### config.mk
export PLATFORM = sky130hd
export DESIGN_NAME = ni_inject_arbiter
export DESIGN_NICKNAME = d
export VERILOG_FILES = /design/src/rtl/ni_inject_arbiter.sv
export SDC_FILE = /design/constraint.sdc
export NUM_CORES = 1
export LEC_CHECK = 0
export CAP_MARGIN = 20
export CELL_PAD_IN_SITES_DETAIL_PLACEMENT = 1
export CELL_PAD_IN_SITES_GLOBAL_PLACEMENT = 1
export CORE_MARGIN = 10
export CORE_UTILIZATION = 22
export DETAILED_ROUTE_END_ITERATION = 7
export HOLD_SLACK_MARGIN = 0.12
export PLACE_DENSITY = 0.88
export SYNTH_ARGS = -nofsm -noshare
export SYNTH_HDL_FRONTEND = slang
export SYNTH_SLANG_ARGS = --single-unit
### constraint.sdc
create_clock -name clk -period 3.8 [get_ports clk]
set_input_delay 0.76 -clock clk [delete_from_list [all_inputs] [get_ports clk]]
set_output_delay 0.76 -clock clk [all_outputs]
set_load 0.01 [all_outputs]
### src/rtl/ni_inject_arbiter.sv
// ============================================================================
// ni_inject_arbiter : packet-level round-robin injection arbiter, cast/gather
// send FIFOs onto one credit-gated router link. Option: NI_INJ_CUT_THROUGH_EN
// Revision: 1.0
// ============================================================================
`default_nettype none

`ifndef DW
`define DW 16
`endif
`ifndef PKT_LEN
`define PKT_LEN 4
`endif
`ifndef HEAD
`define HEAD 2'b01
`endif
`ifndef TAIL
`define TAIL 2'b10
`endif

module ni_inject_arbiter #(
  parameter int DW         = `DW,
  parameter int PKT_LEN    = `PKT_LEN,
  parameter int CREDIT_MAX = 16,
  parameter int CNT_W      = 8,
  localparam int CW        = $clog2(CREDIT_MAX + 1)
) (
  input  logic             clk,
  input  logic             rstn,
  input  logic             c_valid_i,
  input  logic [DW-1:0]    c_data_i,
  input  logic [CNT_W-1:0] c_cnt_i,
  output logic             c_ready_o,
  input  logic             g_valid_i,
  input  logic [DW-1:0]    g_data_i,
  input  logic [CNT_W-1:0] g_cnt_i,
  output logic             g_ready_o,
  output logic             valid_o,
  output logic [DW-1:0]    data_o,
  input  logic             ready_i,
  input  logic             credit_upd_i,
  output logic [1:0]       grant_o,
  output logic [CW-1:0]    credit_cnt_o,
  output logic             credit_err_o
);

  typedef enum logic [1:0] {
    ST_IDLE   = 2'd0,
    ST_SEND_C = 2'd1,
    ST_SEND_G = 2'd2
  } state_t;

  localparam logic [CW-1:0] C_CRED_MAX = CW'(CREDIT_MAX);

  state_t          r_state;
  state_t          w_state_nxt;
  logic            r_last_g;
  logic            w_last_g_nxt;
  logic [CW-1:0]   r_cred;
  logic            r_cred_err;
  logic            w_cred_ok;
  logic            w_xfer;
  logic            w_occ_c;
  logic            w_occ_g;
  logic            w_elig_c;
  logic            w_elig_g;
  logic [1:0]      w_type_c;
  logic [1:0]      w_type_g;

  assign w_type_c  = c_data_i[DW-1:DW-2];
  assign w_type_g  = g_data_i[DW-1:DW-2];
  assign w_cred_ok = (r_cred != '0);

`ifdef NI_INJ_CUT_THROUGH_EN
  assign w_occ_c = 1'b1;
  assign w_occ_g = 1'b1;
`else
  // Only start a packet once it is fully buffered so it never bubbles mid-flight.
  assign w_occ_c = (c_cnt_i >= CNT_W'(PKT_LEN));
  assign w_occ_g = (g_cnt_i >= CNT_W'(PKT_LEN));
`endif

  assign w_elig_c = c_valid_i && (w_type_c == `HEAD) && w_occ_c;
  assign w_elig_g = g_valid_i && (w_type_g == `HEAD) && w_occ_g;

  always_comb begin
    w_state_nxt  = r_state;
    w_last_g_nxt = r_last_g;
    valid_o      = 1'b0;
    data_o       = c_data_i;
    c_ready_o    = 1'b0;
    g_ready_o    = 1'b0;
    grant_o      = 2'b00;
    w_xfer       = 1'b0;
    case (r_state)
      ST_IDLE: begin
        if (w_elig_c && (r_last_g || !w_elig_g)) begin
          w_state_nxt  = ST_SEND_C;
          w_last_g_nxt = 1'b0;
        end else if (w_elig_g) begin
          w_state_nxt  = ST_SEND_G;
          w_last_g_nxt = 1'b1;
        end
      end
      ST_SEND_C: begin
        grant_o   = 2'b01;
        valid_o   = c_valid_i && w_cred_ok;
        c_ready_o = valid_o && ready_i;
        w_xfer    = c_ready_o;
        if (w_xfer && (w_type_c == `TAIL))
          w_state_nxt = ST_IDLE;
      end
      ST_SEND_G: begin
        grant_o   = 2'b10;
        valid_o   = g_valid_i && w_cred_ok;
        data_o    = g_data_i;
        g_ready_o = valid_o && ready_i;
        w_xfer    = g_ready_o;
        if (w_xfer && (w_type_g == `TAIL))
          w_state_nxt = ST_IDLE;
      end
      default: w_state_nxt = ST_IDLE;
    endcase
  end

  always_ff @(posedge clk or negedge rstn) begin
    if (!rstn) begin
      r_state  <= ST_IDLE;
      r_last_g <= 1'b1;
    end else begin
      r_state  <= w_state_nxt;
      r_last_g <= w_last_g_nxt;
    end
  end

  // A transfer and a returned credit in the same cycle cancel out.
  always_ff @(posedge clk or negedge rstn) begin
    if (!rstn) begin
      r_cred     <= C_CRED_MAX;
      r_cred_err <= 1'b0;
    end else if (w_xfer && !credit_upd_i) begin
      r_cred <= r_cred - 1'b1;
    end else if (!w_xfer && credit_upd_i) begin
      if (r_cred == C_CRED_MAX)
        r_cred_err <= 1'b1;
      else
        r_cred <= r_cred + 1'b1;
    end
  end

  assign credit_cnt_o = r_cred;
  assign credit_err_o = r_cred_err;

endmodule

`default_nettype wire

* Word-level counts from Yosys, hierarchy flattened *
Cells that the tools add are included.

storage, ports and cells
  register bits = 9
  bits of input ports = 54
  output and inout bits = 27
  logic and storage cells = 61

operators by class
  add/subtract/negate cells = 2
  order comparisons = 2
  eq/ne operators = 11
  multiplexer cells = 16
  bitwise operators = 1
  reductions and logical operators = 25

operator list
  cell                                                                    count
  8-bit by 3-bit >= comparator with 1-bit output (second input constant)  2
  16-bit two-way mux                                                      1
  5-bit two-way mux                                                       3
  1-bit logical AND                                                       13
  2-bit two-way mux                                                       4
  2-bit by 1-bit equality test with 1-bit output (second input constant)  3
  2-bit equality test (second input constant)                             3
  2-bit inequality test (second input constant)                           3
  2-bit case mux with 3 select lines                                      1
  3-bit AND reduction                                                     2
  5-bit by 1-bit adder with 5-bit output (second input constant)          1
  5-bit equality test (second input constant)                             1
  5-bit nonzero test                                                      1
  5-bit by 1-bit subtractor with 5-bit output (second input constant)     1
  1-bit two-way mux                                                       4
  1-bit case mux with 2 select lines                                      2
  2-bit case mux with 2 select lines                                      1
  2-bit AND reduction                                                     2
  2-bit nonzero test                                                      2
  1-bit zero test                                                         3
  3-bit inequality test (second input constant)                           1
  2-bit zero test                                                         1
  1-bit logical OR                                                        1
  1-bit NOT                                                               1

* Logic depth before layout (Yosys ltp) *
  depth in word-level cells = 8
  gate-level depth with buffers = 16
  mapped depth without buffers = 15

* Worst setup path before layout *
OpenSTA, ideal clock, no wires.

  kind = register to register
  from = register r_cred[1] (netlist: credit_cnt_o[1])
  to = register r_cred[4] (netlist: credit_cnt_o[4])
  setup time = 0.075 ns
  arrival time = 2.655 ns
  data required time = 3.725 ns
  slack = 1.070 ns
  cell stages (with the launch flop) = 13
  buffers on the path = 0
  period minus slack after synthesis = 2.730 ns
  cells stage by stage = dfrtp_1 nor4_1 nand2b_1 and3_1 nand2_1 inv_1 ha_1 ha_1 nor2b_1 o21a_1 o21a_1 nor3_1 xor2_1

between the ends
  longest elaborated chain between the ends = 8
  elaborated cells between the ends (all ways) = 18
  classes of those cells = add/sub: 2; eq/ne: 2; mux: 4; reduce/logical: 10

ends and longest elaborated chain
  element                                                                                         RTL line  source
  start, declared                                                                                 59        logic [CW-1:0] r_cred;
  start signal, assigned                                                                          142       r_cred <= r_cred - 1'b1;
  start signal, assigned                                                                          147       r_cred <= r_cred + 1'b1;
  parallel branches: the longest is 8 deep, another holds 5-bit by 1-bit adder with 5-bit output  n/a

Parallel ways; which one is timed is not known. The select of a mux whose other input is x is not followed.
A chain may end at the register's enable or synchronous reset.

* Final worst setup path *
  from = input port g_valid_i
  to = register r_cred[4] (netlist: credit_cnt_o[4])

between the ends
  longest elaborated chain between the ends = 7
  elaborated cells between the ends (all ways) = 10
  classes of those cells = eq/ne: 1; mux: 2; reduce/logical: 7

ends and longest elaborated chain
  element                                 RTL line  source
  start, declared                         34        input logic g_valid_i,
  1-bit logical AND (*)                   115       valid_o = g_valid_i && w_cred_ok;
  1-bit logical AND (*)                   117       g_ready_o = valid_o && ready_i;
  1-bit case mux with 2 select lines (*)  95        case (r_state)
  1-bit zero test                         143       end else if (!w_xfer && credit_upd_i) begin
  1-bit logical AND                       143
  2-bit nonzero test (no line)            n/a
  2-bit AND reduction (no line)           n/a

Every way passes the cells marked *; elsewhere a longest branch is shown, timed or not.

==> impl_metrics.json <==
{
  "finalWirelength_um": 3850,
  "synthTopCellsByArea": "mux2_2, dfrtp_1, ha_1, dfstp_2, nand2_1",
  "setup_violations": 0,
  "leakage_uw": 0.000729,
  "setup_slack_ns": 0.753,
  "synth_seq_cells": 9,
  "num_io_pins": 81,
  "clk_pin_slew_ns": 0.04,
  "insertion_delay_ns": 0.23,
  "ctsResizeCount": 0,
  "die_w_um": 83.9,
  "rsz0062_at_grt": "false",
  "tritoncts": "done",
  "cpPeakStageDelay_ns": 0.50,
  "synth_top_area_cell": "mux2_2",
  "avgViaCountPerCell": 4.66,
  "place_congestion": 0.778,
  "end_kind": "register",
  "dp_slack_ns": 0.500,
  "drc": 0,
  "hp-start": "credit_err_o$_DFFE_PN0P_",
  "ir_drop_mv": 0.299,
  "final.min_clock_period_ns": 3.05,
  "synthCells": 98,
  "skew_ns": 0.000570,
  "portBuffers": 76,
  "ys.flop_type": "dfrtp_1",
  "cts_inserted_buffers": 3,
  "finalCritPeriodShare": 0.802,
  "synth_nets": 161,
  "status": "completed",
  "worstReg2RegEnd": "credit_cnt_o[4]$_DFFE_PN1P_",
  "synth-edff-count": 0,
  "fp.dieH_um": 83.9,
  "cts_root_buf": "clkbuf_8",
  "cap_violations": 0,
  "fmax_mhz": 328,
  "worstPathRequired_ns": 3.96,
  "cellPowerDensity_nw_per_um2": 507,
  "num_vias": 1058,
  "path_cells": "clkdlybuf4s50_1 > nand2_1 > nand2_1 > and3_1 > nand2_1 > inv_1 > ha_1 > inv_1 > fa_1 > nor2b_1 > o21a_1 > nor3_1 > nor3_1 > xor2_1",
  "synth_top_area_frac": 0.201,
  "rows": 23,
  "reg2reg_depth": 12,
  "holdWs_ns": 0.481,
  "area_growth_pct": 96.5,
  "grt_pass1_wl_um": 6040,
  "finalHoldViolCount": 0,
  "path_max_fanout": 6,
  "worstMarginPinSlew_ns": 0.545,
  "maxSlewViolCount": 0,
  "post_cts_buffers": 0,
  "hold_depth": 1,
  "clockBufferDepth": 2,
  "htree_num_levels": 1,
  "cp-start-kind": "input pin",
  "crit_top_cell": "nand2_1",
  "reg2reg_slack_ns": 0.82,
  "worstSetupPathType": "input pin to register",
  "track_usage": 0.105,
  "ys_seq_area_frac": 0.254,
  "r2r_start": "credit_cnt_o[0]$_DFFE_PN0P_",
  "critPathSlowestCell": "clkdlybuf4s50_1",
  "coreArea_sq_um": 3970,
  "dieArea_sq_um": 7030,
  "grt_pass1_vias": 1113,
  "drt_iter0_markers": 21,
  "yosys_warnings": 0,
  "first_pass_iters": 4,
  "drive_gt1_frac": 0.158,
  "final_antenna_net_count": 0,
  "syn-mean-instance-area_sq_um": 9.15,
  "start_util": 0.226,
  "antenna_found_initial": 0,
  "worstPathArrival_ns": 3.20,
  "wire_per_inst_um": 17.0,
  "synth_cell_type_count": 31,
  "grt_max_degree": 19,
  "hold_end": "credit_err_o$_DFFE_PN0P_",
  "setup-tns-final_ns": 0,
  "diodes": 0,
  "max-slew-margin-rel": 0.633,
  "ctsHoldBuffers": 0,
  "syn-cell-area_sq_um": 897,
  "dpl.hpwl_um": 3440,
  "async_flop_share": 1.00,
  "fin_nets": 241,
  "hp-class": "register to register",
  "cts.sinks": 9,
  "grt-ovfl-total": 0
}
## sequential cells by signal, indices dropped and copies added (netlist names)
signal        count
r_last_g          1
r_state           2
credit_err_o      1
credit_cnt_o      5
## worst max path at each step
stage	slack, ns	depth (start not counted)	start	end
after CTS	0.72	14	g_valid_i	credit_cnt_o[4]$_DFFE_PN1P_
after global placement	0.54	14	g_valid_i	credit_cnt_o[4]$_DFFE_PN1P_
after floorplan	1.07	12	credit_cnt_o[1]$_DFFE_PN0P_	credit_cnt_o[4]$_DFFE_PN1P_
after detailed placement	0.50	14	g_valid_i	credit_cnt_o[4]$_DFFE_PN1P_
final	0.75	14	g_valid_i	credit_cnt_o[4]$_DFFE_PN1P_
after global routing	0.56	12	credit_cnt_o[1]$_DFFE_PN0P_	credit_cnt_o[4]$_DFFE_PN1P_
## cells in the final DEF, fill, tap and decap left out
cell type,count
dfrtp_1,7
a21o_2,1
a22o_1,1
ha_1,8
nor3_1,2
a22oi_2,1
fa_1,1
clkdlybuf4s50_1,76
clkbuf_8,3
clkbuf_1,1
o31ai_1,1
nand2b_1,1
o21ai_1,1
dfstp_2,2
nand2_1,14
and4b_1,2
nor2b_1,1
a21oi_1,2
xor2_1,3
a211o_1,1
inv_1,8
and3_1,1
a211oi_1,1
o21ai_2,1
xnor2_1,1
mux2_2,16
nor4_1,3
or4_4,1
nor2_1,6
buf_4,1
a32o_1,1
o21a_1,2
o21ai_0,4
a31o_2,2
## Yosys cell counts (3+ instances only)
master	n
ha_1	8
o21ai_0	4
dfrtp_1	7
inv_1	8
xor2_1	3
nor4_1	3
nand2_1	14
mux2_2	16
nor2_1	6
## metal layers
| metal | wire length [um] | up-vias | global-route usage |
|---|---|---|---|
| li1 | - | 518 | - |
| met1 | 1710 | 482 | 0.124 |
| met2 | 1830 | 58 | 0.179 |
| met3 | 317 | 0 | 0.0410 |
| met4 | 0 | 0 | 0.00913 |
| met5 | 0 | - | 0 |
## cell families (layout without fill, tap and decap cells)
family	after synthesis	count (layout)	synth area share
AND/OR/NAND/NOR	31	31	0.172
AO/OA/AOI/OAI	19	19	0.156
multiplexers	16	16	0.201
buffers and inverters	10	89	0.0446
adder cells (fa/ha/maj)	9	9	0.134
flip-flops	9	9	0.254
XOR/XNOR	4	4	0.0391
## metrics by stage
stage	cells	area (sq um)	utilization	total power, uW
after global placement	223	1720	0.433	779
after detailed placement	223	1720	0.433	799
after global routing	227	1760	0.444	974
after CTS	227	1760	0.444	912
final	227	1760	0.444	894
after floorplan	98	897	-	502
## critical path, delay by kind of cell
family | cells | cell delay [ns]
buf+inv | 3 | 0.68
simple gates | 7 | 0.77
xor+xnor | 1 | 0.17
fa+ha+maj | 2 | 0.69
compound gates | 1 | 0.13
## where the power goes
part	leakage (uW)	total, uW	switching (uW)	internal, uW
sequential	0.000108	210	61.1	149
clock	0.0000228	107	34.6	72.8
combinational	0.000598	576	240	336
total	0.000729	894	336	558
## final cells by class
type | instances | area (sq um)
Timing Repair Buffer | 77 | 768
Fill cell | 462 | 2210
Sequential cell | 9 | 228
Clock buffer | 4 | 45.0
Tap cell | 50 | 62.6
Multi-Input combinational cell | 79 | 629
Inverter | 8 | 30.0
Power figures use the tool's default switching activity.
==> RTL change 1 (same flow settings) <==
`CREDIT_MAX`: 16 -> 32.
--- a/src/rtl/ni_inject_arbiter.sv
+++ b/src/rtl/ni_inject_arbiter.sv
@@ -22,5 +22,5 @@
   parameter int DW         = `DW,
   parameter int PKT_LEN    = `PKT_LEN,
-  parameter int CREDIT_MAX = 16,
+  parameter int CREDIT_MAX = 32,
   parameter int CNT_W      = 8,
   localparam int CW        = $clog2(CREDIT_MAX + 1)
Ports: changed (resized credit_cnt_o); port bits go from 81 to 82. No check against the original RTL was run, so the function may have changed too.
==> RTL change 1 against the unedited design <==
Cell count up 17%. Sequential power increased by 13%. Via count rose by 17%. Setup slack got worse by 100 ps. Synthesized cell count increased by 22%. Total power increased by 24%. Sequential share of layout area down 0.18 points. Wire length is 19% higher. Design area is 13% higher. Critical path depth decreased by 10. Clock power rose by 4%. Sequential cell count is 1 higher. Synthesized area grew 21%. Clock skew is 2.4 ps higher. Largest cell class unchanged.
==> RTL change 1: results (changes against the unedited design) <==
[run_status]
status=finished, final reports clean

[cells_and_area]
fin_nets=266  ; +10%
largest_reg_flops=6  ; +1
drive_gt1_frac=0.1508  ; -0.007438

[detailed_routing]
routed_via_density=4.665  ; about the same
drtPass1Iterations=4  ; unchanged
wl_per_cell_um=17.20  ; +1.4%
drtIter0Drc=23  ; +9.5%
drc=0  ; unchanged
vias=1241  ; +17%

[worst_setup_path]
crit_arrival_ps=2390  ; -810 ps
ff2ff_path_depth=12  ; unchanged
path_max_fanout=3  ; -3
cp_slowest_stage_delay_ps=640  ; +140 ps
critPathTopFamily=buffers and inverters
crit_path_top_delay_cell=clkdlybuf4s50_1
worstReg2RegStart=r_state[1]
regToRegEndpoint=credit_cnt_o[4]
r2r_slack_ps=860  ; +40 ps

[place]
dp_cells=263  ; +18%
place_ws_ps=412.8  ; -87.59 ps
placed_area_um2=1943  ; +13%
io_buffers=77  ; +1.3%
finalWeightedCongestion=0.7424  ; -4.6%
hpwl_um=3911  ; +14%

[clock_network]
worstSkewPairLatency_ps=240
root_buffer=clkbuf_8
htree_num_levels=1  ; unchanged
cts_setup_buffers=0  ; unchanged
numCtsBuffers=3  ; unchanged

[grt]
grt_util_all_layers=0.1133  ; +0.008726
antenna_found_initial=0  ; unchanged
grt_pass1_wl_um=7603  ; +26%
grt_pass1_vias=1344  ; +21%
grt_max_degree=22  ; +3

[power]
switching_power_uw=455.1  ; +36%
irDropWorstVdd_uv=234.8  ; -22%
leakage_uw=0.0007676  ; +5.3%

[synth]
synth-seq-area-share=0.2327  ; -0.02112
synth_area_leaders=dfrtp_1 (18%), mux2_2 (17%), ha_1 (12%)
ys_async_sr_fraction=1.000  ; unchanged
synth_common_cells=mux2_2 (16), inv_1 (11), nand2_1 (11)
yosys.cell_types.count=41  ; +32%
synth_flop_cell=dfrtp_1
syn_nets=185  ; +15%
syn_area_per_cell_um2=9.050  ; -1.1%

[worst_hold_path]
min_path_type=register to register
hold_depth=1  ; unchanged
holdPathEnd=credit_err_o

[sta]
relSlewSlack=0.6493  ; +0.01587
skew_ps=2.973  ; +2.404 ps

RTL change 1: cell types whose count changed after synthesis, sizes merged, moves of 3 or more:
cell,delta
o21ai,+3
o221ai,+3
nand2,-3
inv,+3
RTL change 1: cell families (layout without fill, tap and decap cells):
family / after synthesis / count (layout) / synth area share
and+or+nand+nor: 34 / 34 / 0.1544
AOI/OAI and AO/OA: 32 / 32 / 0.2396
muxes: 16 / 16 / 0.1659
DFF: 10 / 10 / 0.2327
adders and majority gates: 11 / 11 / 0.1336
xor gates and xnor gates: 3 / 3 / 0.02420
buffers and inverters: 14 / 93 / 0.04953
RTL change 1: how the worst max path moves through the flow:
stage / to / depth (start not counted) / start / slack (ps)
after floorplan: credit_cnt_o[4] / 10 / c_valid_i / 920
after global routing: credit_cnt_o[4] / 11 / c_valid_i / 410
after detailed placement: credit_cnt_o[4] / 11 / c_valid_i / 410
after global placement: credit_cnt_o[4] / 11 / c_valid_i / 470
final: valid_o / 4 / c_valid_i / 650
after CTS: credit_cnt_o[4] / 11 / c_valid_i / 660
RTL change 1: cell type report:
| type | instances | area (um^2) |
|---|---|---|
| fill | 575 | 2770 |
| timing repair buffer | 79 | 785.8 |
| multi-input combinational | 96 | 779.5 |
| sequential | 10 | 252.7 |
| tap | 67 | 83.83 |
| clock buffer | 3 | 41.29 |
| inverter | 11 | 41.29 |
RTL change 1: power groups by stage:
stage | logic (uW) | registers, uW | clock network (uW)
after floorplan | 418 | 235 | 0
after global placement | 735 | 236 | 0
after detailed placement | 762 | 239 | 0
after CTS | 768 | 239 | 116
after global routing | 834 | 252 | 122
final | 757 | 237 | 111
RTL change 1: per-stage QoR:
step | hold WS [ps] | total power (uW) | util
after global routing | 488.1 | 1208 | 0.4174
final | 470.8 | 1105 | 0.4174
after detailed placement | 461.2 | 1001 | 0.4087
after global placement | 458.1 | 971.0 | 0.4087
after floorplan | 464.4 | 653.0 | -
after CTS | 476.0 | 1123 | 0.4174
RTL change 1: worst reg2reg max path: stages, from the launching register on:
cell and delay, ps:
dfrtp_1 400, inv_1 120, ha_1 280, nand2_1 120, a221oi_1 390, and2_1 190, ha_1 220, inv_1 110
fa_1 410, nor2b_1 130, o21ai_0 100, nor3b_1 160, o31ai_1 220
RTL change 1: per-layer routing:
| layer | global-route usage | wire [um] |
|---|---|---|
| met1 | 0.1284 | 1917 |
| met2 | 0.2076 | 2407 |
| met3 | 0.03076 | 230 |
| met4 | 0.01989 | 21 |
| met5 | 0 | 0 |
==> RTL change 2 (same flow settings) <==
Made on the original files. The 3 states of `state_t` get a one-hot encoding in 3 bits.
--- a/src/rtl/ni_inject_arbiter.sv
+++ b/src/rtl/ni_inject_arbiter.sv
@@ -45,8 +45,8 @@
 );
 
-  typedef enum logic [1:0] {
-    ST_IDLE   = 2'd0,
-    ST_SEND_C = 2'd1,
-    ST_SEND_G = 2'd2
+  typedef enum logic [2:0] {
+    ST_IDLE   = 3'b001,
+    ST_SEND_C = 3'b010,
+    ST_SEND_G = 3'b100
   } state_t;
 
Behaviour: same outputs for any inputs over 10 cycles, from zero or initial values and one cycle with rstn low; not proved beyond that.
==> RTL change 2 against the unedited design <==
Setup slack gained 100 ps. Sequential cell count is 1 higher. Non-clock buffer count unchanged. Wire length up 2.1%. Clock skew grew 4.4 ps. Die area shrank 0.84%. Synthesized area decreased by 1.1%. Design area is the same. Total power down 25%. Critical path type is now input pin to output port. Largest cell class unchanged. Largest power group unchanged.
==> RTL change 2: results (changes against the unedited design) <==
[sta]
worst_slew_pin_slew_ps=454.0  ; -90.86 ps
skew_ps=5.013  ; +4.444 ps

[synth]
synth_common_cells=mux2_2 (16), dfrtp_1 (7), nand2_1 (7), nor2_1 (7)
syn_nets=150  ; -6.8%
synth-seq-area-share=0.2863  ; +0.03248

[place]
finalWeightedCongestion=0.8143  ; +4.6%
io_buffers=76  ; unchanged
hpwl_um=3466  ; +0.82%
place_ws_ps=676.4  ; +176.1 ps
placed_area_um2=1708  ; -0.58%

[cells_and_area]
drive_gt1_frac=0.1834  ; +0.02524
fin_nets=230  ; -4.6%

[power]
power.internal_uw=440.2  ; -21%
leakage_uw=0.0006774  ; -7.0%
irDropWorstVdd_uv=199.7  ; -33%

[worst_setup_path]
path_max_fanout=3  ; -3
critPathTopFamily=buffers and inverters
cp_slowest_stage_delay_ps=600  ; +100 ps
crit_arrival_ps=2180  ; -1020 ps

[detailed_routing]
drtIter0Drc=27  ; +29%
routed_via_density=4.603  ; -1.2%
wl_per_cell_um=17.95  ; +5.8%

[run_status]
status=finished, final reports clean

[grt]
grt_max_degree=20  ; +1
grt_pass1_vias=1108  ; -0.45%
grt_util_all_layers=0.1059  ; +0.001338

[clock_network]
worstSkewPairLatency_ps=240

-- RTL change 2: power groups by stage --
stage	Clock, uW	Combinational [uW]	Sequential [uW]
6_report	133	313	221
5_1_grt	142	336	231
4_1_cts	134	319	221
3_5_place_dp	0	316	223
3_3_place_gp	0	305	216
2_1_floorplan	0	133	220
-- RTL change 2: metrics by stage --
step	util	std cells	hold WS (ps)	power (uW)
4_1_cts	0.4472	219	472.6	675.3
2_1_floorplan	-	90	464.4	353.0
3_5_place_dp	0.4332	215	458.4	539.1
6_report	0.4472	219	464.9	667.2
3_3_place_gp	0.4332	215	468.8	520.7
5_1_grt	0.4472	219	494.1	709.8
-- RTL change 2: path summary, 6_finish.rpt --
check / cells after the start / start / to / slack, ps
max: 4 / c_valid_i / valid_o / 860
min reg2reg: 1 / credit_err_o / credit_err_o / 460
max in group asynchronous: 1 / rstn / r_last_g / 2620
min: 1 / credit_err_o / credit_err_o / 460
max reg2reg: 10 / credit_cnt_o[1] / credit_cnt_o[4] / 1020
min in group asynchronous: 1 / rstn / credit_cnt_o[2] / 840
-- RTL change 2: kinds of logic after synthesis --
kind of cell             synth area share
XOR/XNOR                          0.03950
multiplexers                       0.2158
AND/OR/NAND/NOR                    0.1918
AO/OA/AOI/OAI                      0.1439
flip-flops                         0.2863
adder cells (fa/ha/maj)           0.09309
buffers and inverters             0.02961
-- RTL change 2: area by class of cell --
type	count	area [um^2]
clock buffer	4	55.05
inverter	3	11.26
multi-input combinational	75	611.8
fill	456	2180
timing repair buffer	77	768.2
tap	50	62.56
sequential	10	254.0
-- RTL change 2: layer usage --
metal / track usage / routed length [um]
met5: 0 / 0
met4: 0.01370 / 24
met3: 0.05078 / 369
met2: 0.1917 / 1909
met1: 0.1109 / 1628
